<file path="src/rtl/id_imm_ctrl_pkg.sv">
// Shared decode constants, entry payload and decode helper for the
// decode-stage immediate controller.
//   DATA_W        : pc / immediate width (RV32I only)
//   EXT_CTRL_*    : one-hot EXTOp codes consumed by the immediate extender
//   OPC_*         : RV32I major opcodes
//   entry_t       : {pc, imm, extop, illegal} payload carried toward EX
//   decode()      : opcode/funct3 -> {extop, illegal}
package id_imm_ctrl_pkg;

  localparam int unsigned DATA_W  = 32;
  localparam int unsigned EXTOP_W = 6;
  localparam int unsigned OPC_W   = 7;

  localparam logic [EXTOP_W-1:0] EXT_CTRL_ITYPE_SHAMT = 6'b100000;
  localparam logic [EXTOP_W-1:0] EXT_CTRL_ITYPE       = 6'b010000;
  localparam logic [EXTOP_W-1:0] EXT_CTRL_STYPE       = 6'b001000;
  localparam logic [EXTOP_W-1:0] EXT_CTRL_BTYPE       = 6'b000100;
  localparam logic [EXTOP_W-1:0] EXT_CTRL_UTYPE       = 6'b000010;
  localparam logic [EXTOP_W-1:0] EXT_CTRL_JTYPE       = 6'b000001;
  localparam logic [EXTOP_W-1:0] EXT_CTRL_NONE        = 6'b000000;

  localparam logic [OPC_W-1:0] OPC_OPIMM  = 7'b0010011;
  localparam logic [OPC_W-1:0] OPC_LOAD   = 7'b0000011;
  localparam logic [OPC_W-1:0] OPC_JALR   = 7'b1100111;
  localparam logic [OPC_W-1:0] OPC_STORE  = 7'b0100011;
  localparam logic [OPC_W-1:0] OPC_BRANCH = 7'b1100011;
  localparam logic [OPC_W-1:0] OPC_LUI    = 7'b0110111;
  localparam logic [OPC_W-1:0] OPC_AUIPC  = 7'b0010111;
  localparam logic [OPC_W-1:0] OPC_JAL    = 7'b1101111;
  localparam logic [OPC_W-1:0] OPC_OP     = 7'b0110011;
  localparam logic [OPC_W-1:0] OPC_FENCE  = 7'b0001111;
  localparam logic [OPC_W-1:0] OPC_SYSTEM = 7'b1110011;

  localparam logic [2:0] F3_SLLI = 3'b001;
  localparam logic [2:0] F3_SRXI = 3'b101;

  typedef struct packed {
    logic [DATA_W-1:0]  pc;
    logic [DATA_W-1:0]  imm;
    logic [EXTOP_W-1:0] extop;
    logic               illegal;
  } entry_t;

  typedef struct packed {
    logic [EXTOP_W-1:0] extop;
    logic               illegal;
  } dec_t;

  // Opcode/funct3 classification; R-type, FENCE and SYSTEM carry no immediate.
  function automatic dec_t decode(input logic [DATA_W-1:0] instr);
    dec_t d;
    d.extop   = EXT_CTRL_NONE;
    d.illegal = 1'b0;
    case (instr[6:0])
      OPC_OPIMM: begin
        if (instr[14:12] == F3_SLLI || instr[14:12] == F3_SRXI)
          d.extop = EXT_CTRL_ITYPE_SHAMT;
        else
          d.extop = EXT_CTRL_ITYPE;
      end
      OPC_LOAD, OPC_JALR:            d.extop = EXT_CTRL_ITYPE;
      OPC_STORE:                     d.extop = EXT_CTRL_STYPE;
      OPC_BRANCH:                    d.extop = EXT_CTRL_BTYPE;
      OPC_LUI, OPC_AUIPC:            d.extop = EXT_CTRL_UTYPE;
      OPC_JAL:                       d.extop = EXT_CTRL_JTYPE;
      OPC_OP, OPC_FENCE, OPC_SYSTEM: d.extop = EXT_CTRL_NONE;
      default:                       d.illegal = 1'b1;
    endcase
    return d;
  endfunction

endpackage

</file>
<file path="src/rtl/id_imm_ctrl_ext.sv">
// Immediate extender: selects and sign/zero-extends one of the sliced
// immediate fields according to a one-hot EXTOp.
//   i_iimm_shamt : shift amount (zero-extended)
//   i_iimm       : I-type imm[11:0]
//   i_simm       : S-type imm[11:0]
//   i_bimm       : B-type imm[12:1]
//   i_uimm       : U-type imm[31:12]
//   i_jimm       : J-type imm[20:1]
//   i_extop      : one-hot select
//   o_immout     : 32-bit immediate (0 when no select bit is set)
module id_imm_ctrl_ext
  import id_imm_ctrl_pkg::*;
(
  input  logic [4:0]         i_iimm_shamt,
  input  logic [11:0]        i_iimm,
  input  logic [11:0]        i_simm,
  input  logic [11:0]        i_bimm,
  input  logic [19:0]        i_uimm,
  input  logic [19:0]        i_jimm,
  input  logic [EXTOP_W-1:0] i_extop,
  output logic [DATA_W-1:0]  o_immout
);

  always_comb begin
    o_immout = '0;
    case (i_extop)
      EXT_CTRL_ITYPE_SHAMT: o_immout = {27'b0, i_iimm_shamt};
      EXT_CTRL_ITYPE:       o_immout = {{20{i_iimm[11]}}, i_iimm};
      EXT_CTRL_STYPE:       o_immout = {{20{i_simm[11]}}, i_simm};
      EXT_CTRL_BTYPE:       o_immout = {{19{i_bimm[11]}}, i_bimm, 1'b0};
      EXT_CTRL_UTYPE:       o_immout = {i_uimm, 12'b0};
      EXT_CTRL_JTYPE:       o_immout = {{11{i_jimm[19]}}, i_jimm, 1'b0};
      default:              o_immout = '0;
    endcase
  end

endmodule

</file>
<file path="src/rtl/id_imm_ctrl.sv">
// Decode-stage immediate controller: decodes EXTOp, extends the immediate
// and registers {pc, imm, extop, illegal} toward EX through a 2-entry skid
// buffer (output register + skid register) with flush on redirect.
//   clk, rst                 : clock, synchronous active-high reset
//   in_valid/in_ready        : IF/ID handshake (in_ready purely registered)
//   in_instr, in_pc          : instruction word and its PC
//   flush                    : drop both entries and any same-cycle input
//   out_valid/out_ready      : EX handshake
//   out_pc/imm/extop/illegal : output entry payload
module id_imm_ctrl
  import id_imm_ctrl_pkg::*;
#(
  parameter int unsigned XLEN = 32
) (
  input  logic                clk,
  input  logic                rst,
  input  logic                in_valid,
  output logic                in_ready,
  input  logic [31:0]         in_instr,
  input  logic [XLEN-1:0]     in_pc,
  input  logic                flush,
  output logic                out_valid,
  input  logic                out_ready,
  output logic [XLEN-1:0]     out_pc,
  output logic [XLEN-1:0]     out_imm,
  output logic [EXTOP_W-1:0]  out_extop,
  output logic                out_illegal
);

  dec_t        w_dec;
  logic [31:0] w_imm;
  entry_t      w_new;
  logic        w_accept;
  logic        w_consume;

  entry_t r_out,       w_out_n;
  entry_t r_skid,      w_skid_n;
  logic   r_out_valid, w_out_valid_n;
  logic   r_skid_valid, w_skid_valid_n;
  logic   r_in_ready;

  assign w_dec = decode(in_instr);

  id_imm_ctrl_ext u_ext (
    .i_iimm_shamt (in_instr[24:20]),
    .i_iimm       (in_instr[31:20]),
    .i_simm       ({in_instr[31:25], in_instr[11:7]}),
    .i_bimm       ({in_instr[31], in_instr[7], in_instr[30:25], in_instr[11:8]}),
    .i_uimm       (in_instr[31:12]),
    .i_jimm       ({in_instr[31], in_instr[19:12], in_instr[20], in_instr[30:21]}),
    .i_extop      (w_dec.extop),
    .o_immout     (w_imm)
  );

  // Incoming entry; illegal words are forced to a zero immediate.
  always_comb begin
    w_new.pc      = DATA_W'(in_pc);
    w_new.imm     = w_dec.illegal ? '0 : w_imm;
    w_new.extop   = w_dec.extop;
    w_new.illegal = w_dec.illegal;
  end

  // A flushed input is never accepted even if in_ready is high.
  assign w_accept  = in_valid & r_in_ready & ~flush;
  assign w_consume = r_out_valid & out_ready;

  // Skid next-state: the skid entry drains into the output ahead of new input.
  always_comb begin
    w_out_n        = r_out;
    w_out_valid_n  = r_out_valid;
    w_skid_n       = r_skid;
    w_skid_valid_n = r_skid_valid;
    if (flush) begin
      w_out_valid_n  = 1'b0;
      w_skid_valid_n = 1'b0;
    end else if (!r_out_valid || w_consume) begin
      if (r_skid_valid) begin
        // in_ready was low, so no input competes with the skid entry
        w_out_n        = r_skid;
        w_out_valid_n  = 1'b1;
        w_skid_valid_n = 1'b0;
      end else begin
        w_out_valid_n = w_accept;
        if (w_accept) w_out_n = w_new;
      end
    end else if (w_accept) begin
      w_skid_n       = w_new;
      w_skid_valid_n = 1'b1;
    end
  end

  always_ff @(posedge clk) begin
    if (rst) begin
      r_out        <= '0;
      r_out_valid  <= 1'b0;
      r_skid       <= '0;
      r_skid_valid <= 1'b0;
      r_in_ready   <= 1'b1;
    end else begin
      r_out        <= w_out_n;
      r_out_valid  <= w_out_valid_n;
      r_skid       <= w_skid_n;
      r_skid_valid <= w_skid_valid_n;
      r_in_ready   <= ~w_skid_valid_n;
    end
  end

  assign in_ready    = r_in_ready;
  assign out_valid   = r_out_valid;
  assign out_pc      = XLEN'(r_out.pc);
  assign out_imm     = XLEN'(r_out.imm);
  assign out_extop   = r_out.extop;
  assign out_illegal = r_out.illegal;

endmodule

</file>
<file path="config.mk">
export PLATFORM = sky130hd
export DESIGN_NAME = id_imm_ctrl
export DESIGN_NICKNAME = d
export VERILOG_FILES = /design/src/rtl/id_imm_ctrl_pkg.sv /design/src/rtl/id_imm_ctrl_ext.sv /design/src/rtl/id_imm_ctrl.sv
export SDC_FILE = /design/constraint.sdc
export NUM_CORES = 1
export LEC_CHECK = 0
export ABC_AREA = 1
export ABC_CLOCK_PERIOD_IN_PS = 3200
export BUFFER_PORTS_ARGS = -buffer_cell sky130_fd_sc_hd__clkbuf_2
export CORE_MARGIN = 5
export CORE_UTILIZATION = 55
export DETAILED_ROUTE_END_ITERATION = 10
export PLACE_DENSITY = 0.91
export RECOVER_POWER = 50
export REMOVE_ABC_BUFFERS = 1
export SYNTH_ARGS = -nofsm -noshare
export SYNTH_HDL_FRONTEND = slang
export SYNTH_HIERARCHICAL = 1
export SYNTH_SLANG_ARGS = --single-unit
</file>
<file path="constraint.sdc">
create_clock -name clk -period 3.2 [get_ports clk]
set_input_delay 0.8 -clock clk [delete_from_list [all_inputs] [get_ports clk]]
set_output_delay 0.8 -clock clk [all_outputs]
set_load 0.01 [all_outputs]
</file>
==> After elaboration in Yosys (flattened, before gate mapping) <==
Index checks and enable logic that the tools add are counted.
{ "totals": {"out_inout_bits": 73, "wordCells": 57, "in_bits": 69, "reg_bits": 145} }
{ "op_classes": {"reduce_logical": 10, "mux": 11, "eq_ne": 19, "bitwise": 6} }
{ "op_table": {"columns": ["cell", "count"], "rows": [
  ["32-bit case mux with 6 select lines", 1],
  ["71-bit two-way mux", 2],
  ["6-bit case mux with 6 select lines", 1],
  ["32-bit two-way mux", 1],
  ["7-bit == test, second input constant", 4],
  ["7-bit by 6-bit == test with 1-bit output, second input constant", 3],
  ["7-bit by 5-bit == test with 1-bit output, second input constant", 2],
  ["11-bit OR reduction", 1],
  ["7-bit by 2-bit == test with 1-bit output, second input constant", 1],
  ["7-bit by 4-bit == test with 1-bit output, second input constant", 1],
  ["6-bit by 1-bit == test with 1-bit output, second input constant", 1],
  ["6-bit by 2-bit == test with 1-bit output, second input constant", 1],
  ["6-bit by 3-bit == test with 1-bit output, second input constant", 1],
  ["6-bit by 4-bit == test with 1-bit output, second input constant", 1],
  ["6-bit by 5-bit == test with 1-bit output, second input constant", 1],
  ["6-bit == test, second input constant", 1],
  ["6-bit two-way mux", 1],
  ["3-bit AND reduction", 2],
  ["2-bit OR reduction", 3],
  ["1-bit two-way mux", 5],
  ["1-bit bitwise AND", 3],
  ["3-bit by 1-bit == test with 1-bit output, second input constant", 1],
  ["3-bit == test, second input constant", 1],
  ["1-bit NOT", 3],
  ["3 further kinds", 4]
]} }

==> Depth between registers and ports, before layout <==
{ "logic_depth": {"word_depth": 9, "depth_mapped": 15, "depth_no_buf": 14} }

==> Cells and area by module <==
The synthesis kept the hierarchy.
{ "modules_own_cells": {"columns": ["module", "cells_each", "instances", "seq_area_each_um2", "area_per_inst_um2"], "rows": [
  ["id_imm_ctrl", 769, 1, 2902.8, 6047.0],
  ["id_imm_ctrl_ext", 195, 1, 0.0, 984.7]
]} }

==> Worst setup path before layout <==
OpenSTA, ideal clock, no wires.
{ "synth_timing": {"path_kind": "input to register", "from": "input port in_instr[3]", "to": "register r_skid[18] (netlist name)", "setup_slack_ns": 0.610, "cell_stages": 12, "t_arrival_ns": 2.462, "setup_ns": 0.128, "path_buffers": 2, "cell_sequence": "inv_1 nand2_1 nor2_4 nand3_1 nor3_1 nor2_2 buf_4 buf_4 nand4_1 nand4_1 nand2_1 a21oi_1"} }
{ "synth_rtl": {"columns": ["item", "line_no", "text"], "rows": [
  ["start, declared", "id_imm_ctrl.sv:19", "input logic [31:0] in_instr,"],
  ["end signal, assigned", "id_imm_ctrl.sv:102", "r_skid <= w_skid_n;"],
  ["end, declared", "id_imm_ctrl.sv:37", "entry_t r_skid, w_skid_n;"]
]} }

==> results.yml <==
layout:
  nNetsFinal: 1128
  stdcell_area_um2: 8160
  antennaDiodeCount: 0
  layout-drive-gt1-share_pct: 16.8
  fin_util_pct: 64.9
  syn2layout_area_growth_pct: 16.0
worst_setup_path:
  cpMaxStageDelayCell: "buf_2"
  crit_type: "input port to register"
  arrival_ns: 3.01
  r2r_slack_ns: 1.17
  critPathCaptureType: "register"
  crit_family: "buffers and inverters"
  cp.required_ns: 3.55
  cp_max_fo: 83
  cp_cell_sequence: "clkbuf_1 > clkinv_2 > buf_2 > o21ai_0 > a21oi_2"
  cp_slowest_stage_delay_ns: 1.01
  cp-start-kind: "input port"
  worst-path-buf-inv: 3
yosys:
  avgSynthCellArea_um2: 7.29
  yosysWarnings: 6
  synth.most_common_cell: "nand2_1"
  synth_ff_type: "dfxtp_1"
  netlist_instances: 964
  seq_area_frac_synth_pct: 41.3
  synth_area_leaders: "dfxtp_1 41%, o21ai_0 10%, nand2_1 9.1%"
  synth_top_area_cell: "dfxtp_1"
  synth_cell_types: 27
  netlist_area_um2: 7030
  synth_commonest_cells: "170 x nand2_1, 145 x dfxtp_1, 142 x o21ai_0"
  synth_edf_count: 0
  async_reset_ff_share_pct: 0
  synth.top_cell.area_share_pct: 41.3
  synth_seq_cells: 145
sta:
  slew_violations: 0
  finalSetupViolations: 0
  skew_ns: 0.00440
  period_share_pct: 83.1
  max_freq_mhz: 376
  post-route-min-period_ns: 2.66
  slew_headroom_pct: 19.3
  rsz0062_at_grt: "no"
  hold_viol_final: 0
  worst_pin_slew_ns: 1.21
floorplan:
  die_h_um: 123
  ioPinCount: 142
  dieArea_um2: 15100
  die_width_um: 123
  core-area_um2: 12600
  num_rows: 41
  start_util_pct: 55.9
global_routing:
  grtUsageTotal_pct: 24.7
  grt_pass1_wl_um: 30200
  grt_antenna_before_repair: 0
  grt_pass1_vias: 6370
  grt_max_degree: 110
  overflow: 0
detailed_routing:
  drt_first_iter_violations: 856
  drc: 0
  met2WireLength_um: 8690
  dr.pass1.iters: 6
  routed_wl_um: 19000
  wire_per_inst_um: 15.3
  viasPerCell: 5.69
  highest-signal-layer: "met4"
  met1_length_um: 8280
  wl_met3_um: 1660
  detail-route-antenna-nets: 0
  vias: 7083
placement:
  portBuffers: 141
  place.gp.congestion: 0.862
  dpl.hpwl_um: 11400
  placed_cell_area_um2: 7650
clock_network:
  numClockSinks: 145
  cts-buffers-inserted: 17
  hold_buffers: 0
  clkTransAtPathRegs_ns: 0.06
  htreeDepth: 4
  cts_setup_buffers: 0
  clk_latency_ns: 0.42
  cts_root_buffer: "clkbuf_16"
  cts_max_path_buffers: 2
  cts_resized: 0
  cts_tree: "yes"
power:
  pwr_density_cell_nw_per_um2: 530
  ir_drop_uv: 298
  power.leakage_nw: 3.46
worst_hold_path:
  min_path_type: "register to register"
outcome:
  status: "completed"
flow_run:
  maxCapViolCount: 0
-- per-layer routing --
layer / vias up / global-route usage, %
met5: - / 0
li1: 3492 / -
met2: 324 / 39.7
met1: 3232 / 32.1
met4: 0 / 8.79
met3: 35 / 6.68
-- layout make-up --
type	count	area, µm²
flip-flops and latches	145	2900
multi-input cells	689	3480
repair buffers	158	744
clock buffers	23	478
well taps	172	215
clock inverters	9	154
inverters	48	184
fillers	1082	4410
-- sequential cells by signal (all words and copies together), names as in the netlist --
name,flops
r_skid,71
out_imm,32
out_pc,32
out_extop,6
in_ready,1
out_illegal,1
out_valid,1
r_skid_valid,1
-- final timing paths --
kind | cells after the start | start | end
setup reg to reg | 7 | in_ready | out_imm[2]
setup / recovery | 5 | rst | out_imm[2]
hold reg to reg | 2 | r_skid[6] | r_skid[6]
hold / removal | 2 | r_skid[6] | r_skid[6]
-- cells in the final DEF (no fill, tap or decap), types with 2 or more instances in the layout --
cell          n
a21oi_1      93
clkbuf_16    17
nand3_1      21
inv_2         5
nand2_1     171
clkbuf_2     68
a21oi_2      21
inv_1        41
o21ai_0     143
clkinvlp_4    2
dfxtp_1     144
clkbuf_1     78
bufinv_16     4
nor3_1        2
clkbuf_8      3
nor2_1      101
clkinv_2      3
buf_4        13
nand3_2      20
a31oi_1      33
nand2_2       4
nor2_2        8
nor2_4        5
nand4_1      62
-- power by group --
group | switching (mW) | internal, mW
clock | 0.749 | 1.37
sequential | 0.0269 | 1.86
combinational | 0.219 | 0.106
-- logic make-up after synthesis --
group / after synthesis / share of synthesized area [%]
AOI/OAI and AO/OA: 293 / 22.6
and+or+nand+nor: 396 / 27.0
buffers and inverters: 130 / 9.13
DFF: 145 / 41.3
-- worst register-to-register path, cell delays in order, from the launching register on --
cell	delay, ns
dfxtp_1	0.33
nand3_1	0.14
nand2_1	0.14
nand2_1	0.08
inv_1	0.08
clkbuf_2	0.73
o21ai_0	0.27
a21oi_2	0.20
-- metrics by stage --
step | hold WS [ns] | setup WS [ns] | TNS, ns | total power, mW | instances
final | 0.469 | 0.541 | 0 | 4.33 | 1244
after global routing | 0.486 | 0.376 | 0 | 4.47 | 1244
after CTS | 0.471 | 0.648 | 0 | 4.36 | 1244
after detailed placement | 0.462 | 0.216 | 0 | 2.26 | 1212
after global placement | 0.453 | 0.329 | 0 | 2.25 | 1212
after floorplan | 0.440 | -0.943 | -65.15 | 2.10 | 882
No activity file was read; power rests on OpenSTA's default activity.
